## src/rtl/oht_multi_channel.sv

```systemverilog
// N-channel online health test with closed-loop trim calibration.
// Each channel runs a repetition-count test and a windowed adaptive-proportion test.
module oht_multi_channel #(
    parameter int unsigned N_CH       = 4,
    parameter int unsigned TRIM_W     = 6,
    parameter int unsigned WIN_LOG2   = 10,
    parameter int unsigned RCT_CUTOFF = 32,
    parameter int unsigned APT_LO     = 461,
    parameter int unsigned APT_HI     = 562,
    parameter int unsigned MAX_RETRY  = 8
) (
    input  logic                      clk,
    input  logic                      rst,
    input  logic [N_CH-1:0]           adc_in,
    input  logic                      full,
    input  logic                      debug_mode,
    input  logic [2*TRIM_W-1:0]       spi_trim,
    input  logic [$clog2(N_CH)-1:0]   spi_ch_sel,
    output logic [N_CH-1:0]           valid,
    output logic [N_CH-1:0]           perm_fail,
    output logic [N_CH*TRIM_W-1:0]    trim_n,
    output logic [N_CH*TRIM_W-1:0]    trim_p,
    output logic [2*N_CH-1:0]         ch_state
);

    localparam int unsigned W        = 1 << WIN_LOG2;
    localparam int unsigned CNT_W    = WIN_LOG2 + 1;
    localparam int unsigned RUN_W    = $clog2(RCT_CUTOFF + 1);
    localparam int unsigned RETRY_W  = $clog2(MAX_RETRY + 1);
    localparam int unsigned SEL_W    = $clog2(N_CH);
    localparam int unsigned TW1      = TRIM_W + 1;
    localparam int unsigned TRIM_RST = 1 << (TRIM_W - 1);

    typedef enum logic [1:0] {
        ST_CAL  = 2'd0,
        ST_RUN  = 2'd1,
        ST_FAIL = 2'd2
    } state_t;

    // Input sample stage; a held sample is only consumed on a non-full edge.
    logic [N_CH-1:0] r_smp;
    logic            r_smp_vld;
    logic            w_adv;

    assign w_adv = !full && r_smp_vld;

    always_ff @(posedge clk or negedge rst) begin
        if (!rst) begin
            r_smp     <= '0;
            r_smp_vld <= 1'b0;
        end else if (!full) begin
            r_smp     <= adc_in;
            r_smp_vld <= 1'b1;
        end
    end

    for (genvar gi = 0; gi < N_CH; gi++) begin : g_ch
        state_t             r_state, w_state_nxt;
        logic               r_prev, w_prev_nxt;
        logic               r_valid, w_valid_nxt;
        logic               r_perm_fail, w_perm_fail_nxt;
        logic [RUN_W-1:0]   r_run_len, w_run_inc, w_run_len_nxt;
        logic [CNT_W-1:0]   r_win_cnt, w_win_cnt_nxt;
        logic [CNT_W-1:0]   r_ones, w_ones_inc, w_ones_nxt;
        logic [RETRY_W-1:0] r_retry, w_retry_nxt;
        logic [TRIM_W-1:0]  r_trim_n, r_trim_p, w_trim_n_nxt, w_trim_p_nxt;
        logic [TW1-1:0]     w_p_up, w_p_dn, w_n_up, w_n_dn;
        logic [1:0]         w_step;
        logic               w_smp, w_rct_hit, w_win_end, w_in_range;
        logic               w_fail_evt, w_pass_evt, w_high, w_adj, w_spi_hit;

        always_comb begin
            w_smp      = r_smp[gi];
            w_run_inc  = (r_run_len != '0 && w_smp == r_prev) ? r_run_len + RUN_W'(1) : RUN_W'(1);
            w_rct_hit  = (w_run_inc == RUN_W'(RCT_CUTOFF));
            w_ones_inc = r_ones + CNT_W'(w_smp);
            w_win_end  = (r_win_cnt == CNT_W'(W - 1));
            w_in_range = (w_ones_inc >= CNT_W'(APT_LO)) && (w_ones_inc <= CNT_W'(APT_HI));
            w_fail_evt = w_rct_hit || (w_win_end && !w_in_range);
            w_pass_evt = w_win_end && !w_rct_hit && w_in_range;
            w_spi_hit  = debug_mode && (spi_ch_sel == SEL_W'(gi));

            // A stuck run counts as the extreme case of its own polarity.
            w_high = w_rct_hit ? w_smp : (w_ones_inc > CNT_W'(W / 2));
            if (w_rct_hit)
                w_step = 2'd3;
            else if (w_ones_inc < CNT_W'(W / 8) || w_ones_inc > CNT_W'(7 * W / 8))
                w_step = 2'd3;
            else if (w_ones_inc < CNT_W'(W / 4) || w_ones_inc > CNT_W'(3 * W / 4))
                w_step = 2'd2;
            else
                w_step = 2'd1;

            w_p_up = {1'b0, r_trim_p} + TW1'(w_step);
            w_p_dn = {1'b0, r_trim_p} - TW1'(w_step);
            w_n_up = {1'b0, r_trim_n} + TW1'(w_step);
            w_n_dn = {1'b0, r_trim_n} - TW1'(w_step);

            w_state_nxt   = r_state;
            w_prev_nxt    = r_prev;
            w_run_len_nxt = r_run_len;
            w_win_cnt_nxt = r_win_cnt;
            w_ones_nxt    = r_ones;
            w_retry_nxt   = r_retry;
            w_trim_n_nxt  = r_trim_n;
            w_trim_p_nxt  = r_trim_p;
            w_adj         = 1'b0;

            if (w_adv) begin
                w_prev_nxt    = w_smp;
                w_run_len_nxt = w_rct_hit ? RUN_W'(1) : w_run_inc;
                if (w_rct_hit || w_win_end) begin
                    w_win_cnt_nxt = '0;
                    w_ones_nxt    = '0;
                end else begin
                    w_win_cnt_nxt = r_win_cnt + CNT_W'(1);
                    w_ones_nxt    = w_ones_inc;
                end
                case (r_state)
                    ST_CAL: begin
                        if (w_pass_evt) begin
                            w_state_nxt = ST_RUN;
                            w_retry_nxt = '0;
                        end else if (w_fail_evt) begin
                            w_adj       = 1'b1;
                            w_retry_nxt = r_retry + RETRY_W'(1);
                            if (w_retry_nxt >= RETRY_W'(MAX_RETRY))
                                w_state_nxt = ST_FAIL;
                        end
                    end
                    ST_RUN: begin
                        if (w_fail_evt) begin
                            w_adj       = 1'b1;
                            w_retry_nxt = RETRY_W'(1);
                            w_state_nxt = ST_CAL;
                        end
                    end
                    default: ;
                endcase
            end

            // Saturating trim steer; n-array only moves once p-array is pinned.
            if (w_adj && !debug_mode) begin
                if (w_high) begin
                    if (r_trim_p == '0)
                        w_trim_n_nxt = w_n_up[TRIM_W] ? '1 : w_n_up[TRIM_W-1:0];
                    else
                        w_trim_p_nxt = w_p_dn[TRIM_W] ? '0 : w_p_dn[TRIM_W-1:0];
                end else begin
                    if (r_trim_p == '1)
                        w_trim_n_nxt = w_n_dn[TRIM_W] ? '0 : w_n_dn[TRIM_W-1:0];
                    else
                        w_trim_p_nxt = w_p_up[TRIM_W] ? '1 : w_p_up[TRIM_W-1:0];
                end
            end

            if (w_spi_hit && !full && r_state != ST_FAIL) begin
                w_trim_n_nxt = spi_trim[2*TRIM_W-1:TRIM_W];
                w_trim_p_nxt = spi_trim[TRIM_W-1:0];
            end

            w_valid_nxt     = (w_state_nxt == ST_RUN);
            w_perm_fail_nxt = (w_state_nxt == ST_FAIL);
        end

        always_ff @(posedge clk or negedge rst) begin
            if (!rst) begin
                r_state     <= ST_CAL;
                r_prev      <= 1'b0;
                r_run_len   <= '0;
                r_win_cnt   <= '0;
                r_ones      <= '0;
                r_retry     <= '0;
                r_trim_n    <= TRIM_W'(TRIM_RST);
                r_trim_p    <= TRIM_W'(TRIM_RST);
                r_valid     <= 1'b0;
                r_perm_fail <= 1'b0;
            end else begin
                r_state     <= w_state_nxt;
                r_prev      <= w_prev_nxt;
                r_run_len   <= w_run_len_nxt;
                r_win_cnt   <= w_win_cnt_nxt;
                r_ones      <= w_ones_nxt;
                r_retry     <= w_retry_nxt;
                r_trim_n    <= w_trim_n_nxt;
                r_trim_p    <= w_trim_p_nxt;
                r_valid     <= w_valid_nxt;
                r_perm_fail <= w_perm_fail_nxt;
            end
        end

        assign valid[gi]                     = r_valid;
        assign perm_fail[gi]                 = r_perm_fail;
        assign trim_n[gi*TRIM_W +: TRIM_W]   = r_trim_n;
        assign trim_p[gi*TRIM_W +: TRIM_W]   = r_trim_p;
        assign ch_state[2*gi +: 2]           = r_state;
    end

endmodule
```

## config.mk

```make
export PLATFORM = sky130hd
export DESIGN_NAME = oht_multi_channel
export DESIGN_NICKNAME = d
export VERILOG_FILES = /design/src/rtl/oht_multi_channel.sv
export SDC_FILE = /design/constraint.sdc
export NUM_CORES = 1
export LEC_CHECK = 0
export ABC_CLOCK_PERIOD_IN_PS = 4800
export BUFFER_PORTS_ARGS = -buffer_cell sky130_fd_sc_hd__buf_2
export CAP_MARGIN = 20
export CORE_UTILIZATION = 45
export CTS_CLUSTER_SIZE = 10
export DETAILED_ROUTE_END_ITERATION = 8
export HOLD_SLACK_MARGIN = 0.06
export PLACE_DENSITY_LB_ADDON = 0.08
export SYNTH_ARGS = -nofsm -noshare
export SYNTH_HDL_FRONTEND = slang
export SYNTH_SLANG_ARGS = --single-unit
```

## constraint.sdc

```tcl
create_clock -name clk -period 4.8 [get_ports clk]
set_input_delay 0.48 -clock clk [delete_from_list [all_inputs] [get_ports clk]]
set_output_delay 0.48 -clock clk [all_outputs]
set_load 0.05 [all_outputs]
```

### Word level (Yosys, flattened, before mapping)

Index checks and enable logic that the tools add are counted.

| cells by class | value |
|---|---|
| reduce and logical (&&, ||, !) cells | 100 |
| magnitude comparators | 32 |
| equality and inequality tests | 55 |
| $add $sub $neg | 32 |
| multiplexer cells | 144 |

Operator list:

| cell | number |
|---|---|
| 6-bit two-way mux | 64 |
| 11-bit by 10-bit greater-than comparator with 1-bit output, second input constant | 12 |
| 11-bit two-way mux | 8 |
| 2-bit two-way mux | 32 |
| 6-bit by 2-bit adder with 7-bit output | 8 |
| 6-bit by 2-bit subtractor with 7-bit output | 8 |
| 6-bit == test, second input constant | 8 |
| 4-bit two-way mux | 12 |
| 11-bit by 1-bit adder with 11-bit output | 4 |
| 11-bit by 1-bit adder with 11-bit output, second input constant | 4 |
| 11-bit by 10-bit == test with 1-bit output, second input constant | 4 |
| 11-bit by 9-bit >= comparator with 1-bit output, second input constant | 4 |
| 11-bit by 10-bit <= comparator with 1-bit output, second input constant | 4 |
| 11-bit by 8-bit < comparator with 1-bit output, second input constant | 4 |
| 11-bit by 9-bit < comparator with 1-bit output, second input constant | 4 |
| 1-bit logical AND | 37 |
| 4-bit one-hot mux with 2 select lines | 4 |
| 6-bit by 1-bit adder with 6-bit output, second input constant | 4 |
| 6-bit zero test | 4 |
| 3-bit by 2-bit inequality test with 1-bit output, second input constant | 8 |
| 3-bit AND reduction | 8 |
| 6-bit nonzero test | 4 |
| 2-bit by 1-bit == test with 1-bit output, second input constant | 9 |
| 4-bit by 1-bit adder with 4-bit output, second input constant | 4 |
| 15 further kinds | 101 |

| word-level totals | value |
|---|---|
| register bits after elaboration | 201 |
| input port bits | 22 |
| output and inout bits | 64 |

### Longest topological paths before layout

| logic depth | value |
|---|---|
| word-level depth | 13 |
| mapped depth | 20 |
| depth with buffers taken out | 19 |

### Worst setup path before layout

Ideal clock, no wire load.

| path | value |
|---|---|
| path kind | register to register |
| start point | register r_smp[0] |
| end point | register g_ch[0].r_trim_n[3] |
| clock period less this slack | 3960 ps |
| stages on the path, launching flop included | 20 |
| buffers on the path | 1 |
| arrival | 3893 ps |
| path slack | 840 ps |
| cell sequence | dfrtp_1 -> ha_1 -> ha_1 -> buf_2 -> nand3_2 -> or3_1 -> o31ai_1 -> nand3_1 -> xnor2_1 -> nor3_1 -> o21ai_0 -> ha_1 -> inv_1 -> fa_1 -> nor2b_1 -> nand4_1 -> nand3_1 -> o21ai_0 -> a221oi_1 -> a221o_1 |

| on the way | value |
|---|---|
| cells in the longest elaborated chain, start to end | 13 |
| elaborated cells between the ends (all ways) | 43 |
| those cells by class | add/sub: 3; order compare: 7; eq/ne: 3; mux: 16; reduce/logical: 14 |

Ends and longest elaborated chain:

| item | line | RTL |
|---|---|---|
| start: declaration | 41 | `logic [N_CH-1:0] r_smp;` |
| start signal: assignment | 52 | `r_smp <= adc_in;` |
| branches (longest 13 deep; another with 11-bit by 1-bit adder with 11-bit output) | - |  |
| end signal: assignment | 174 | `r_trim_n <= TRIM_W'(TRIM_RST);` |
| end signal: assignment | 185 | `r_trim_n <= w_trim_n_nxt;` |
| end: declaration | 66 | `logic [TRIM_W-1:0] r_trim_n, r_trim_p, w_trim_n_nxt, w_trim_p_nxt;` |

Several ways; the timed one is not identified. The select of a mux whose other input is x is not followed.
A chain may end at the register's enable or synchronous reset.

### Final worst setup path

| path | value |
|---|---|
| start point | register r_smp[2] |
| end point | register g_ch[2].r_trim_n[3] |

| on the way | value |
|---|---|
| cells in the longest elaborated chain, start to end | 13 |
| elaborated cells between the ends (all ways) | 43 |
| those cells by class | add/sub: 3; order compare: 7; eq/ne: 3; mux: 16; reduce/logical: 14 |

Ends and longest elaborated chain:

| item | line |
|---|---|
| branches (longest 13 deep; another with 11-bit by 1-bit adder with 11-bit output) | - |
| end signal: assignment | 174 |
| end signal: assignment | 185 |
| end: declaration | 66 |

Several ways; the timed one is not identified. The select of a mux whose other input is x is not followed.

==> metrics <==
status=complete, no violations; Setup TNS=0 ns; clk slew on worst S/H paths=0.06 ns; port buffer count=85; Die Ht=186.2 um; Register-to-Register Path Depth=16; internal power=3.926 mW; Cell variety after synth=106; Critical Path Sink Type=flip-flop; pwr dens=384.3 nW/um2; syn_area_per_cell=8.211 um2; Post-Synthesis Cell Area=15,270 um2; switching share of power=0.3905; Core Area=33,450 um2; Slew Limit Fails=0; total clock sinks=201; CP Data Required Time=5.28 ns; layout cell share with drive strength beyond 1=0.1226; crit path DAT=4.87 ns; initial DRC count=829; RSZ-0062 raised after global routing=false; type of the worst min-delay path=in2reg; Synth async-reset ratio=1.000; endpoints failing hold=0; Main synth FF type=dfrtp_1; CP Capture Point=g_ch[2].r_trim_n[3]; r2r endpoint=g_ch[2].r_trim_n[3]; total gr overflow=0; Final Total Pwr=6.441 mW; f_max=227.5 MHz; YS warnings=0; sequential share of power=0.381; sw power=2.515 mW; fin area=16,760 um2; GRT Total Usage=0.2368; Synth top area share=0.3162; Root Buffer=clkbuf_16; CP startpoint=r_smp[2]; Clock Tree Buf Depth=3; Mapped Nets=1,965; # nets final=1,981; first-pass GRT wire length=66.67 mm; sequential area share after synthesis=0.3300; total CTS buffers=26; synthesized flop and latch total=201; CP dominant cell by count=ha_1; ANT nets after route=0; Placer Congestion=0.9214; Worst VDD drop=246.6 uV; Syn-to-layout area delta=9.749%; Row Count=67; Combinational Power Share=0.317; fillers=3,190; top cells by area, synth=dfrtp_1, o21ai_0, nand2_1; Compound-Gate Fraction of Synth Area=0.2369; post-synthesis xor/xnor area fraction=0.02179; area post-placement=15,910 um2; # Post-CTS Setup Buffers=0; Clock H-tree levels=1; drt pass-1 iters=5; drt total wl=40.84 mm; # setup viols final=0; slowest CP cell=or4b_2; Leakage=7.006 nW; Initial Util=0.4566; clk_skew=0.01484 ns; reg-to-reg slack, setup=0.40 ns; # DRC=0; largest net degree at the start of global routing=116; initial antenna violation count=3; Clock Latency Late Sink=0.55 ns; Hold Slack=0.1810 ns; Critical Path Max Stage Delay=0.73 ns; Adder-Cell Fraction of Synth Area=0.07586; Worst Path Class, Setup=reg2reg; crit path launch type=flip-flop; Crit Path Max Fanout=11; synthesized netlist cell count=1,860; CTS tree=yes; crit path time final=4.396 ns; vias in the first global route=12,900; R2R Path Start=r_smp[2]; period utilization=0.9158; DR WL/cell=17.43 um; clock group share of total power=0.302; die area=34,680 um2; # IOs=86; worst slew pin tran=0.9357 ns; Synth area leader=dfrtp_1; Via-to-Cell Ratio=5.878; mux share of post-synthesis cell area=0.02605; Slew HR=0.3762; crit-path cells=ha_1 > and4_1 > nand4_1 > xor2_1 > nor2_1 > nand2_1 > a21oi_1 > o21ai_0 > buf_4 > ha_1 > inv_1 > fa_1 > or4b_2 > a31oi_1 > nor4_1 > and3b_1; Via Count=13,770; largest family of logic cells by synthesized area=simple AND/OR/NAND/NOR gates; simple-gate area share of the yosys netlist=0.2570; Max Cap Viol=0; detailed placement HPWL=28.61 mm; Post-synth EDFFs=0; DIE WIDTH=186.2 um
-- state kept, by name, indices dropped and copies added (netlist names) --
| register | count |
|---|---|
| g_ch.r_run_len | 24 |
| r_smp_vld | 1 |
| g_ch.r_trim_n | 24 |
| g_ch.r_prev | 4 |
| g_ch.r_win_cnt | 44 |
| g_ch.r_state | 8 |
| g_ch.r_ones | 44 |
| g_ch.r_retry | 16 |
| g_ch.r_valid | 4 |
| g_ch.r_perm_fail | 4 |
| g_ch.r_trim_p | 24 |
| r_smp | 4 |
-- layout make-up --
class,count,area (um2),share of cell area
antenna,3,7.507,0.0004479
tap,448,560.5,0.03344
clock inverter,5,86.33,0.005151
sequential,201,5040,0.3007
inverter,65,244.0,0.01456
clock buffer,39,749.5,0.04471
timing repair buffer,109,618.1,0.03688
multi-input combinational,1473,9455,0.5641
-- worst min-delay path by stage --
stage / slack [ns] / endpoint / depth (start not counted) / from
global placement: 0.46 / g_ch[2].r_win_cnt[8] / 1 / g_ch[2].r_win_cnt[8]
global route: 0.18 / r_smp[0] / 2 / adc_in[0]
detailed placement: 0.46 / g_ch[2].r_win_cnt[8] / 1 / g_ch[2].r_win_cnt[8]
CTS: 0.16 / r_smp[0] / 2 / adc_in[0]
floorplan: 0.18 / g_ch[0].r_ones[0] / 0 / rst
finish: 0.18 / r_smp[0] / 2 / adc_in[0]
-- layout by cell type, fill, tap and decap left out, types with 26 or more instances in the layout --
master     Yosys  layout
a31oi_1       31      31
o31ai_1       35      35
a21oi_1       80      80
clkbuf_16      0      26
nor3_1        64      64
nand2_1      252     252
nand3_1       61      61
nor2_1       136     136
dfrtp_1      193     193
ha_1          67      66
nor2b_1       34      33
inv_1         65      65
o21ai_0      193     192
and3_1        42      42
buf_2         35      84
-- cell families after synthesis --
group / after synthesis
adder cells (fa/ha/maj): 83
XOR/XNOR: 38
buffers and inverters: 186
multiplexers: 32
AO/OA/AOI/OAI: 547
flip-flops: 201
AND/OR/NAND/NOR: 773
-- what timing repair did --
item / in CTS / in global routing
setup endpoints to repair: 0 / 4
gates resized for setup: 0 / 2
hold buffers: 1 / 0
endpoints found under the hold margin: 17 / 0
-- metrics by stage --
step	instances	setup WS, ns	util
after CTS	2340	0.3196	0.5008
final	2343	0.4043	0.5011
after floorplan	1860	0.8403	-
after detailed placement	2295	0.3275	0.4755
after global placement	2295	0.4391	0.4755
after global routing	2341	0.01292	0.5010
-- synthesized netlist by cell type (all sizes together) (8+ instances only) --
master   instances
a211oi          12
a21o            16
a21oi           85
a31o            11
a31oi           31
and2            12
and3            42
buf             59
clkbuf          62
dfrtp          193
dfstp            8
fa              16
ha              67
inv             65
mux2             9
mux2i           19
nand2          254
nand2b          26
nand3           66
nand3b          17
nand4           27
nor2           136
nor2b           34
nor3            69
nor3b            9
nor4            19
o2111ai         10
o211ai          15
o21a            12
o21ai          198
o22ai           21
o31ai           36
o41ai            9
or2             14
or3             13
xnor2           22
xor2            16
-- metal layers --
metal,global-route usage,up-vias,share of wire
li1,-,6817,-
met1,0.3241,6538,0.46
met2,0.3893,340,0.47
met3,0.02882,77,0.044
met4,0.07508,0,0.029
met5,0,-,0
-- power groups by stage --
| stage | registers [mW] | logic [mW] | clock network (mW) |
|---|---|---|---|
| final | 2.45 | 2.04 | 1.95 |
| after global routing | 2.51 | 2.31 | 2.06 |
| after CTS | 2.44 | 2.04 | 2.02 |
| after detailed placement | 2.47 | 2.03 | 0 |
| after global placement | 2.46 | 2.01 | 0 |
| after floorplan | 2.44 | 1.54 | 0 |
-- worst max-delay path, delay by kind of cell (launching register included) --
kind | cells | cell delay [ns]
simple gates | 7 | 1.77
fa+ha+maj | 3 | 1.05
flops | 1 | 0.47
compound gates | 3 | 0.45
xor+xnor | 1 | 0.38
buf+inv | 2 | 0.22
No activity file was read; power rests on OpenSTA's default activity.
